File: src/rtl/fll_accum_index.sv
// FLL discriminator accumulate-and-index stage.
// Sums signed error samples over a fixed dump interval with saturation, then
// serially scans the dumped total from the top magnitude bit downwards to find
// the highest bit that differs from the sign bit. The total and that bit index
// are presented together so the truncation stage can pick its window.
module fll_accum_index #(
  parameter int IN_WIDTH    = 16,
  parameter int ACC_WIDTH   = 19,
  parameter int INDEX_WIDTH = 5,
  parameter int DUMP_COUNT  = 8
) (
  input  logic                   clk,
  input  logic                   reset,
  input  logic                   in_valid,
  input  logic [IN_WIDTH-1:0]    in_sample,
  output logic                   out_valid,
  output logic [ACC_WIDTH-1:0]   out_value,
  output logic [INDEX_WIDTH-1:0] out_index,
  output logic                   overrun
);

  localparam int CNT_W = (DUMP_COUNT > 1) ? $clog2(DUMP_COUNT) : 1;
  localparam logic [CNT_W-1:0]       CNT_LAST = CNT_W'(DUMP_COUNT - 1);
  localparam logic [CNT_W-1:0]       CNT_ONE  = CNT_W'(1);
  localparam logic [ACC_WIDTH-1:0]   ACC_MAX  = {1'b0, {(ACC_WIDTH-1){1'b1}}};
  localparam logic [ACC_WIDTH-1:0]   ACC_MIN  = {1'b1, {(ACC_WIDTH-1){1'b0}}};
  localparam logic [INDEX_WIDTH-1:0] POS_TOP  = INDEX_WIDTH'(ACC_WIDTH - 2);
  localparam logic [INDEX_WIDTH-1:0] POS_ONE  = INDEX_WIDTH'(1);
  localparam logic [INDEX_WIDTH-1:0] POS_ZERO = INDEX_WIDTH'(0);

  typedef enum logic [0:0] {
    IDLE = 1'b0,
    SCAN = 1'b1
  } state_t;

  state_t                 state_r;
  logic [ACC_WIDTH-1:0]   acc_r;
  logic [CNT_W-1:0]       cnt_r;
  logic [ACC_WIDTH-1:0]   scan_r;
  logic [INDEX_WIDTH-1:0] pos_r;
  logic                   out_valid_r;
  logic [ACC_WIDTH-1:0]   out_value_r;
  logic [INDEX_WIDTH-1:0] out_index_r;
  logic                   overrun_r;

  logic [ACC_WIDTH:0]     sample_ext_s;
  logic [ACC_WIDTH:0]     sum_s;
  logic [ACC_WIDTH-1:0]   sat_s;
  logic                   dump_s;
  logic                   scan_bit_s;

  // Saturating next accumulator value, dump detection and current scan bit.
  always_comb begin
    sample_ext_s = {{(ACC_WIDTH + 1 - IN_WIDTH){in_sample[IN_WIDTH-1]}}, in_sample};
    sum_s        = {acc_r[ACC_WIDTH-1], acc_r} + sample_ext_s;
    // One guard bit is enough: a disagreement with the sign bit means overflow.
    if (sum_s[ACC_WIDTH] != sum_s[ACC_WIDTH-1]) begin
      sat_s = sum_s[ACC_WIDTH] ? ACC_MIN : ACC_MAX;
    end else begin
      sat_s = sum_s[ACC_WIDTH-1:0];
    end
    if (in_valid && (cnt_r == CNT_LAST)) begin
      dump_s = 1'b1;
    end else begin
      dump_s = 1'b0;
    end
    scan_bit_s = scan_r[pos_r];
  end

  // Accumulator and sample counter; restart from zero on the dump edge.
  always_ff @(posedge clk) begin
    if (!reset) begin
      acc_r <= {ACC_WIDTH{1'b0}};
      cnt_r <= {CNT_W{1'b0}};
    end else if (in_valid) begin
      if (dump_s) begin
        acc_r <= {ACC_WIDTH{1'b0}};
        cnt_r <= {CNT_W{1'b0}};
      end else begin
        acc_r <= sat_s;
        cnt_r <= cnt_r + CNT_ONE;
      end
    end else begin
      acc_r <= acc_r;
      cnt_r <= cnt_r;
    end
  end

  // Scan FSM: capture a dump when idle, walk one bit per cycle, publish result.
  always_ff @(posedge clk) begin
    if (!reset) begin
      state_r     <= IDLE;
      scan_r      <= {ACC_WIDTH{1'b0}};
      pos_r       <= POS_ZERO;
      out_valid_r <= 1'b0;
      out_value_r <= {ACC_WIDTH{1'b0}};
      out_index_r <= POS_ZERO;
      overrun_r   <= 1'b0;
    end else begin
      out_valid_r <= 1'b0;
      case (state_r)
        IDLE: begin
          if (dump_s) begin
            scan_r  <= sat_s;
            pos_r   <= POS_TOP;
            state_r <= SCAN;
          end
        end
        SCAN: begin
          // A dump while scanning is dropped, even on the completing edge.
          if (dump_s) begin
            overrun_r <= 1'b1;
          end
          if ((scan_bit_s != scan_r[ACC_WIDTH-1]) || (pos_r == POS_ZERO)) begin
            out_value_r <= scan_r;
            out_index_r <= (scan_bit_s != scan_r[ACC_WIDTH-1]) ? pos_r : POS_ZERO;
            out_valid_r <= 1'b1;
            state_r     <= IDLE;
          end else begin
            pos_r <= pos_r - POS_ONE;
          end
        end
        default: begin
          state_r <= IDLE;
        end
      endcase
    end
  end

  assign out_valid = out_valid_r;
  assign out_value = out_value_r;
  assign out_index = out_index_r;
  assign overrun   = overrun_r;

endmodule

File: config.mk
export PLATFORM = sky130hd
export DESIGN_NAME = fll_accum_index
export DESIGN_NICKNAME = d
export VERILOG_FILES = /design/src/rtl/fll_accum_index.sv
export SDC_FILE = /design/constraint.sdc
export NUM_CORES = 1
export LEC_CHECK = 0
export BUFFER_PORTS_ARGS = -buffer_cell sky130_fd_sc_hd__buf_4
export CORE_MARGIN = 2
export CORE_UTILIZATION = 45
export CTS_BUF_LIST = sky130_fd_sc_hd__clkbuf_16
export DETAILED_ROUTE_END_ITERATION = 10
export GPL_ROUTABILITY_DRIVEN = 0
export PLACE_DENSITY_LB_ADDON = 0.25
export SETUP_SLACK_MARGIN = 0.5
export SLEW_MARGIN = 10
export SYNTH_ARGS = -nofsm -noshare
export SYNTH_HDL_FRONTEND = slang
export SYNTH_SLANG_ARGS = --single-unit
export TNS_END_PERCENT = 30
File: constraint.sdc
create_clock -name clk -period 2.7 [get_ports clk]
set_clock_uncertainty 0.05 [all_clocks]
set_input_delay 0.135 -clock clk [delete_from_list [all_inputs] [get_ports clk]]
set_output_delay 0.135 -clock clk [all_outputs]
set_load 0.03 [all_outputs]
### After elaboration in Yosys (flattened, before gate mapping)

Cells that the tools add are included.
Widths: inputs -> output; s select.

* bits in registers: 73
* bits of input ports: 19
* output and inout bits: 26
* logic and storage cells: 42

* $add $sub $neg: 3
* $lt $le $gt $ge: 1
* equal/unequal tests: 5
* multiplexer cells: 15
* bitwise gates (word level): 1
* reduce and logical (&&, ||, !) cells: 8

Operator list (count)
* $mux 19: 3
* $add 19x16->20: 1
* $mux 5: 3
* $pmux 5 s2: 1
* $reduce_and 2->1: 5
* $lt 5x6->1 const B: 1
* $bmux 1 s5: 1
* $logic_not 5->1: 1
* $mux 1: 5
* $sub 5x1->5 const B: 1
* $ne 2x2->1 const B: 2
* $add 3x1->3 const B: 1
* $eq 3x3->1 const B: 1
* $mux 3: 1
* $ne 1x1->1: 2
* $pmux 1 s2: 1
* $logic_and 1x1->1: 1
* $logic_or 1x1->1: 1
* $not 1->1: 1

### Logic depth before layout (Yosys ltp)

Gate-level depths: netlist (run 1).

* word-level depth: 6
* gate-level depth with buffers: 11
* mapped depth without buffers: 10

### Least setup slack after synthesis (run 1)

No wires, ideal clock.

* path type: register to register
* start: register acc_r[0]
* end: register acc_r[0]
* setup time: 0.117 ns
* arrival: 2.662 ns
* required time: 2.533 ns
* path slack: -0.129 ns
* cell stages (with the launch flop): 11
* buffers on the path: 1
* clock period less this slack: 2.829 ns
* cells stage by stage: dfxtp_1 ha_1 fa_1 a21o_1 a221o_1 a32o_1 o2111a_1 and2_0 clkbuf_2 maj3_2 a22o_1

* word-level cells in the longest chain between the ends: 4
* elaborated cells on any way between the ends: 5
* those cells by class: add/sub (1); eq/ne (1); mux (3)

RTL lines
* from (decl): line 37 `logic [ACC_WIDTH-1:0] acc_r;`
* from (signal assigned): line 73 `acc_r <= {ACC_WIDTH{1'b0}};`
* from (signal assigned): line 77 `acc_r <= {ACC_WIDTH{1'b0}};`
* from (signal assigned): line 80 `acc_r <= sat_s;`
* $add 19x16->20 *: line 55 `sum_s = {acc_r[ACC_WIDTH-1], acc_r} + sample_ext_s;`
* $mux 19 / $ne 1x1->1 (equally long branches): line 58, 57
* $mux 19 *: line 57 `if (sum_s[ACC_WIDTH] != sum_s[ACC_WIDTH-1]) begin`
* $mux 19 *: line 76 `if (dump_s) begin`

Mark *: on every way between the ends. The rest lies on a longest branch, timed or not.
A chain may end at the register's enable or synchronous reset.

### Final worst setup path (run 1)

Same ends and word-level chain as after synthesis.

==> flow_metrics.tcl, run 1 <==
set metrics [dict create \
    status "finished with violations" \
    violations "negative setup slack" \
    rows 34 \
    cp-end-kind "flop" \
    yosysUniqueCellTypes 63 \
    grt_pass1_vias 3259 \
    ys_seq_area_share_pct 37.35 \
    cts.path.max_buffers 2 \
    p_int_mw 2.783 \
    peakVddDrop_mv 0.4433 \
    setup_viol 9 \
    drt_iter0_drc 159 \
    area_growth_pct 33.29 \
    drv_cap 0 \
    async_flop_share_pct 0 \
    hold_viol 0 \
    die_h_um 97.25 \
    fin_ws_ps -29.04 \
    antenna_found_initial 0 \
    total_power_mw 4.401 \
    synth_top_cell_area_share_pct 37.35 \
    leakagePower_nw 2.074 \
    whs_path_depth 3 \
    fin_crit_ps 2729 \
    holdBufCountCts 0 \
    slew_viol_final 0 \
    yosys-top-cells-area "dfxtp_1, ha_1, o21ai_0, nand2_1, a21oi_1" \
    hold_start "in_valid" \
    holdCritPathClass "in2reg" \
    switchingPower_mw 1.619 \
    syn_inst 463 \
    worst-setup-path-type "reg2reg" \
    clock_tree.root_cell "clkbuf_16" \
    holdWs_ps 78.81 \
    powerDensity_nw_per_um2 844.0 \
    grt_pass1_wl_um 15780 \
    fin_setup_tns_ps -208.8 \
    max_freq_mhz 366.4 \
    nets 567 \
    rr_startpoint "acc_r[0]" \
    vias 3597 \
    required_ps 2870 \
    crit_path_max_fanout 4 \
    nFillCells 770 \
    clk_pin_slew_ps 60 \
    numPortBuffers 44 \
    cts_buffers 9 \
    first_pass_iters 5 \
    pwr-share-seq_pct 29.0 \
    cts_tree "yes" \
    holdPathEnd "cnt_r[0]" \
    hpwlAfterDp_um 7152 \
    utilization_pct 60.69 \
    syn_avg_cell_area_um2 8.450 \
    die-area_um2 9457 \
    synth_area_leader_cell "dfxtp_1" \
    worst_pin_slew_ps 635.9 \
    combPwrFrac_pct 45.0 \
    synth_ff_type "dfxtp_1" \
    io_pins 45 \
    core-area_um2 8593 \
    clock_sinks 73 \
    mappedNetlistNets 506 \
    cp-start-kind "flop" \
    reg2reg_setup_slack_ps -30 \
    switching_share_pct 36.78 \
    drc 0 \
    viasPerCell 5.647 \
    die_w_um 97.25 \
    grt_max_degree 46 \
    synth_edf_count 0 \
    ys.warnings.count 0 \
    worst_r2r_endpoint "acc_r[0]" \
    ys_ff_latch 73 \
    syn_area_um2 3913 \
    r2r_cells 9 \
    overflow 0 \
    slew_headroom_pct 57.01 \
    initial_core_util_pct 45.53 \
    wl_per_cell_um 15.84 \
    fin_crit_sh_pct 101.1 \
    drive_gt1_share_pct 31.76 \
    pwr-share-clk_pct 26.0 \
    worstSkewPairLatency_ps 330 \
    diodes 0 \
    cts_max_level 3 \
    rsz0062_at_grt "true" \
    cp.arrival_ps 2900 \
    grt_use_total_pct 20.25 \
    wl_um 10090 \
    final_antenna_net_count 0 \
]
==> through the flow <==
stage / worst slack, ps / instance area, µm² / instances
3_5_place_dp: -151.6 / 4468 / 612
5_1_grt: -114.7 / 5215 / 637
6_report: -29.04 / 5215 / 637
2_1_floorplan: -72.45 / 3933 / 463
3_3_place_gp: -98.90 / 4468 / 612
4_1_cts: 29.06 / 4811 / 630
==> power by group through the flow <==
| stage | clock (mW) | combinational, mW | sequential, mW |
|---|---|---|---|
| 6_report | 1.15 | 1.98 | 1.28 |
| 5_1_grt | 1.20 | 2.15 | 1.29 |
| 4_1_cts | 1.16 | 1.57 | 1.26 |
| 3_5_place_dp | 0 | 1.50 | 1.28 |
| 3_3_place_gp | 0 | 1.46 | 1.29 |
| 2_1_floorplan | 0 | 1.05 | 1.24 |
==> cell families (layout without fill, tap and decap cells) <==
family          count (synthesis)  after routing  share of synthesized area [%]
simple gates                  153            153                          17.91
compound gates                150            150                          24.18
flops                          73             73                          37.35
buf+inv                        32             98                          3.710
fa+ha+maj                      30             30                          9.466
xor+xnor                       16             16                          3.774
mux                             9              9                          3.614
==> registers in the layout, summed over array words and instances, names as in the netlist <==
register   flops
out_index      5
state_r        1
scan_r        19
out_value     19
out_valid      1
pos_r          5
overrun        1
cnt_r          3
acc_r         19
==> layout make-up <==
type / count / area (µm²) / area share (%)
multi-input cells: 358 / 2696 / 51.70
flip-flops and latches: 73 / 1471 / 28.21
repair buffers: 78 / 609.3 / 11.68
clock buffers: 9 / 225.2 / 4.319
well taps: 108 / 135.1 / 2.591
clock inverters: 7 / 62.56 / 1.200
inverters: 4 / 15.01 / 0.2879
==> worst max-delay path by stage <==
stage / from / end / slack (ps)
floorplan: acc_r[0] / acc_r[0] / -70
global placement: acc_r[0] / scan_r[16] / -100
detailed placement: acc_r[0] / acc_r[13] / -150
CTS: acc_r[0] / acc_r[0] / 30
global route: acc_r[0] / acc_r[9] / -110
finish: acc_r[0] / acc_r[0] / -30
==> cells in the final DEF, fill, tap and decap left out, types with 4 or more instances in the layout <==
cell	Yosys	routed
dfxtp_1	73	69
nor2_4	0	6
and2_1	5	5
inv_1	4	5
xor2_1	10	10
ha_4	0	7
mux2i_1	4	4
a21oi_1	36	33
and3_1	4	4
o21ai_1	9	27
nor2b_1	8	7
a21o_1	6	6
nand2_4	0	5
ha_1	23	16
maj3_2	2	5
a221o_1	6	6
clkbuf_16	0	9
o21ai_2	0	7
o21ai_0	49	24
mux4_2	4	4
nand3_1	27	17
nor2_1	32	25
a31oi_1	5	4
nor3_1	7	6
buf_4	5	74
nand3_2	0	9
nand2_1	57	52
o211ai_1	5	5
xnor2_1	5	5
==> critical path, stage by stage (launching register included) <==
cell	delay, ps
dfxtp_2	330
ha_4	160
fa_2	340
a21o_1	180
a221o_1	330
a32o_2	280
o2111a_2	290
and2_4	160
maj3_2	330
a22o_1	180
==> cells in the mapped netlist (5+ instances only) <==
cell / count
o211ai_1: 5
a21oi_1: 36
nor3_1: 7
xnor2_1: 5
ha_1: 23
nor2_1: 32
clkbuf_1: 16
and2_1: 5
o21ai_1: 9
xor2_1: 10
nand3_1: 27
a221o_1: 6
o22ai_1: 5
buf_4: 5
dfxtp_1: 73
nor2b_1: 8
nand2_1: 57
o21ai_0: 49
a31oi_1: 5
a21o_1: 6
==> routing by layer <==
layer  vias to the layer above  global-route usage [%]  wire [µm]
met5                         -                       0          0
met4                         0                   4.808        129
met3                         8                   3.741        471
met2                        76                   31.62       4637
met1                      1704                   29.20       4852
li1                       1809                       -          -
==> what timing repair did <==
item                       in CTS  in global routing
setup endpoints to repair      68                 69
resized for setup              17                 90
buffers inserted                2                  7
pin swaps                       9                 33
(Power assumes the default switching activity.)
==> run 2: changes to the inputs <==
- PLACE_DENSITY: unset -> 0.78
- PLACE_DENSITY_LB_ADDON: 0.25 -> unset
==> run 2 against run 1 <==
The flow still finishes with violations (negative setup slack). Clock-buffer cell count is the same. Fmax shrank 3.2%. Global-route usage shrank 0.16 points. Non-clock buffer count grew 8. Design area grew 0.98%. Total power shrank 1.5%. Die area is the same. Highest routed layer unchanged.
==> flow_metrics.tcl, run 2 (synthesis gave the netlist of run 1 again) <==
set metrics [dict create \
    status "finished with violations" \
    violations "negative setup slack" \
    nets 575 \
    hpwlAfterDp_um 7187 \
    cts.path.max_buffers 2 \
    io_pins 45 \
    wl_per_cell_um 16.94 \
    combPwrFrac_pct 47.1 \
    crit_path_max_fanout 5 \
    setup_viol 8 \
    place_ws_ps -190.2 \
    rows 34 \
    cp-end-kind "flop" \
    slew_viol_final 0 \
    pwr-share-seq_pct 29.3 \
    cp.arrival_ps 3020 \
    overflow 0 \
    fin_crit_ps 2820 \
    first_pass_iters 7 \
    switching_share_pct 37.98 \
    core-area_um2 8593 \
    cts_max_level 3 \
    pwr-share-clk_pct 23.6 \
    cp-start-kind "flop" \
    area_growth_pct 34.60 \
    hold_viol 0 \
    grt_use_total_pct 20.09 \
    drt_iter0_drc 246 \
    cts_tree "yes" \
    nFillCells 667 \
    vias 3770 \
    clk_pin_slew_ps 60 \
    die_w_um 97.25 \
    max_freq_mhz 354.7 \
    drive_gt1_share_pct 31.28 \
    holdWs_ps 89.22 \
    fin_setup_tns_ps -315.5 \
    initial_core_util_pct 45.53 \
    clock_sinks 73 \
    switchingPower_mw 1.647 \
    grt_pass1_vias 3261 \
    path_cells "ha_4, fa_2, a21o_1, a221o_1, a32o_2, a41oi_2, nand2_2, buf_4, maj3_1, a21oi_1" \
    p_int_mw 2.689 \
    holdCritPathClass "in2reg" \
    rsz0062_at_grt "true" \
    drc 0 \
    die-area_um2 9457 \
    drv_cap 0 \
    worst-setup-path-type "reg2reg" \
    viasPerCell 5.845 \
    fin_ws_ps -119.6 \
    slowest_delay_ps 380 \
    antenna_found_initial 0 \
    fin_crit_sh_pct 104.4 \
    clock_tree.root_cell "clkbuf_16" \
    slew_headroom_pct 50.30 \
    powerDensity_nw_per_um2 823.3 \
    final_cell_mix "buf_4, dfxtp_1, nand2_1" \
    cts_buffers 9 \
    total_power_mw 4.336 \
    wl_um 10930 \
    diodes 0 \
    worst_pin_slew_ps 735.1 \
    dp.cells 611 \
    required_ps 2900 \
    numPortBuffers 44 \
    leakagePower_nw 2.146 \
    grt_max_degree 64 \
    final_antenna_net_count 0 \
    grt_pass1_wl_um 15730 \
    die_h_um 97.25 \
    final_common_cell "buf_4" \
    worstSkewPairLatency_ps 330 \
    slowest_stage "maj3_1" \
    fin_cells 645 \
    peakVddDrop_mv 0.4659 \
    holdBufCountCts 0 \
]
==> run 2: cell count changes in the layout (fill, tap and decap cells not counted), moves of 2 or more <==
cell       before  now
nor2_1         25   28
ha_4            7    5
nand2_2         0    3
nor2_2          3    1
nand3_1        17   26
clkbuf_16       9   12
nand2_4         5    3
a21oi_1        33   29
inv_1           5    8
buf_6           3    6
ha_1           16   18
nand3_2         9    1
a21oi_2         3    6
==> run 2: timing repair <==
item / in CTS / in global routing
buffers inserted: 3 / 12
resized for setup: 25 / 77
cloned: 0 / 3
setup endpoints to repair: 69 / 69
pin swaps: 11 / 28
==> run 2: worst paths after layout <==
path	startpoint	endpoint	slack (ps)	cells past startpoint
max reg2reg	acc_r[0]	scan_r[11]	-120	10
min	in_valid	overrun	90	3
min reg2reg	out_value[3]	out_value[3]	400	2
max	acc_r[0]	scan_r[11]	-120	10
==> run 2: power groups by stage <==
stage	logic (mW)	clock network [mW]	registers, mW
2_1_floorplan	1.05	0	1.24
3_3_place_gp	1.46	0	1.28
3_5_place_dp	1.51	0	1.28
4_1_cts	1.64	1.02	1.26
5_1_grt	2.18	1.07	1.28
6_report	2.04	1.02	1.27
==> run 2: metrics by stage <==
step | cell area [µm²] | utilization [%]
finish | 5266 | 61.28
global route | 5266 | 61.28
CTS | 4813 | 56.01
detailed placement | 4461 | 51.91
global placement | 4461 | 51.91
floorplan | 3933 | -
==> run 2: final cells by class <==
type | instances | area, µm² | area share, %
clock buffers | 9 | 225.2 | 4.277
repair buffers | 86 | 745.7 | 14.16
flip-flops and latches | 73 | 1471 | 27.94
inverters | 4 | 15.01 | 0.2851
clock inverters | 7 | 32.53 | 0.6177
multi-input cells | 358 | 2641 | 50.15
well taps | 108 | 135.1 | 2.566
==> run 2: routing by layer <==
metal	global-route usage, %	part of all wire (%)	up-vias
li1	-	-	1825
met5	0	0	-
met2	33.12	49	136
met3	3.309	5.3	21
met1	27.06	44	1788
met4	6.303	2.1	0
==> run 2: worst max-delay path: cells and delay by family, from the launching register on <==
family / cells / cell delay, ps
AOI/OAI and AO/OA: 5 / 1160
and+or+nand+nor: 1 / 140
DFF: 1 / 330
buffers and inverters: 1 / 160
adders and majority gates: 3 / 880
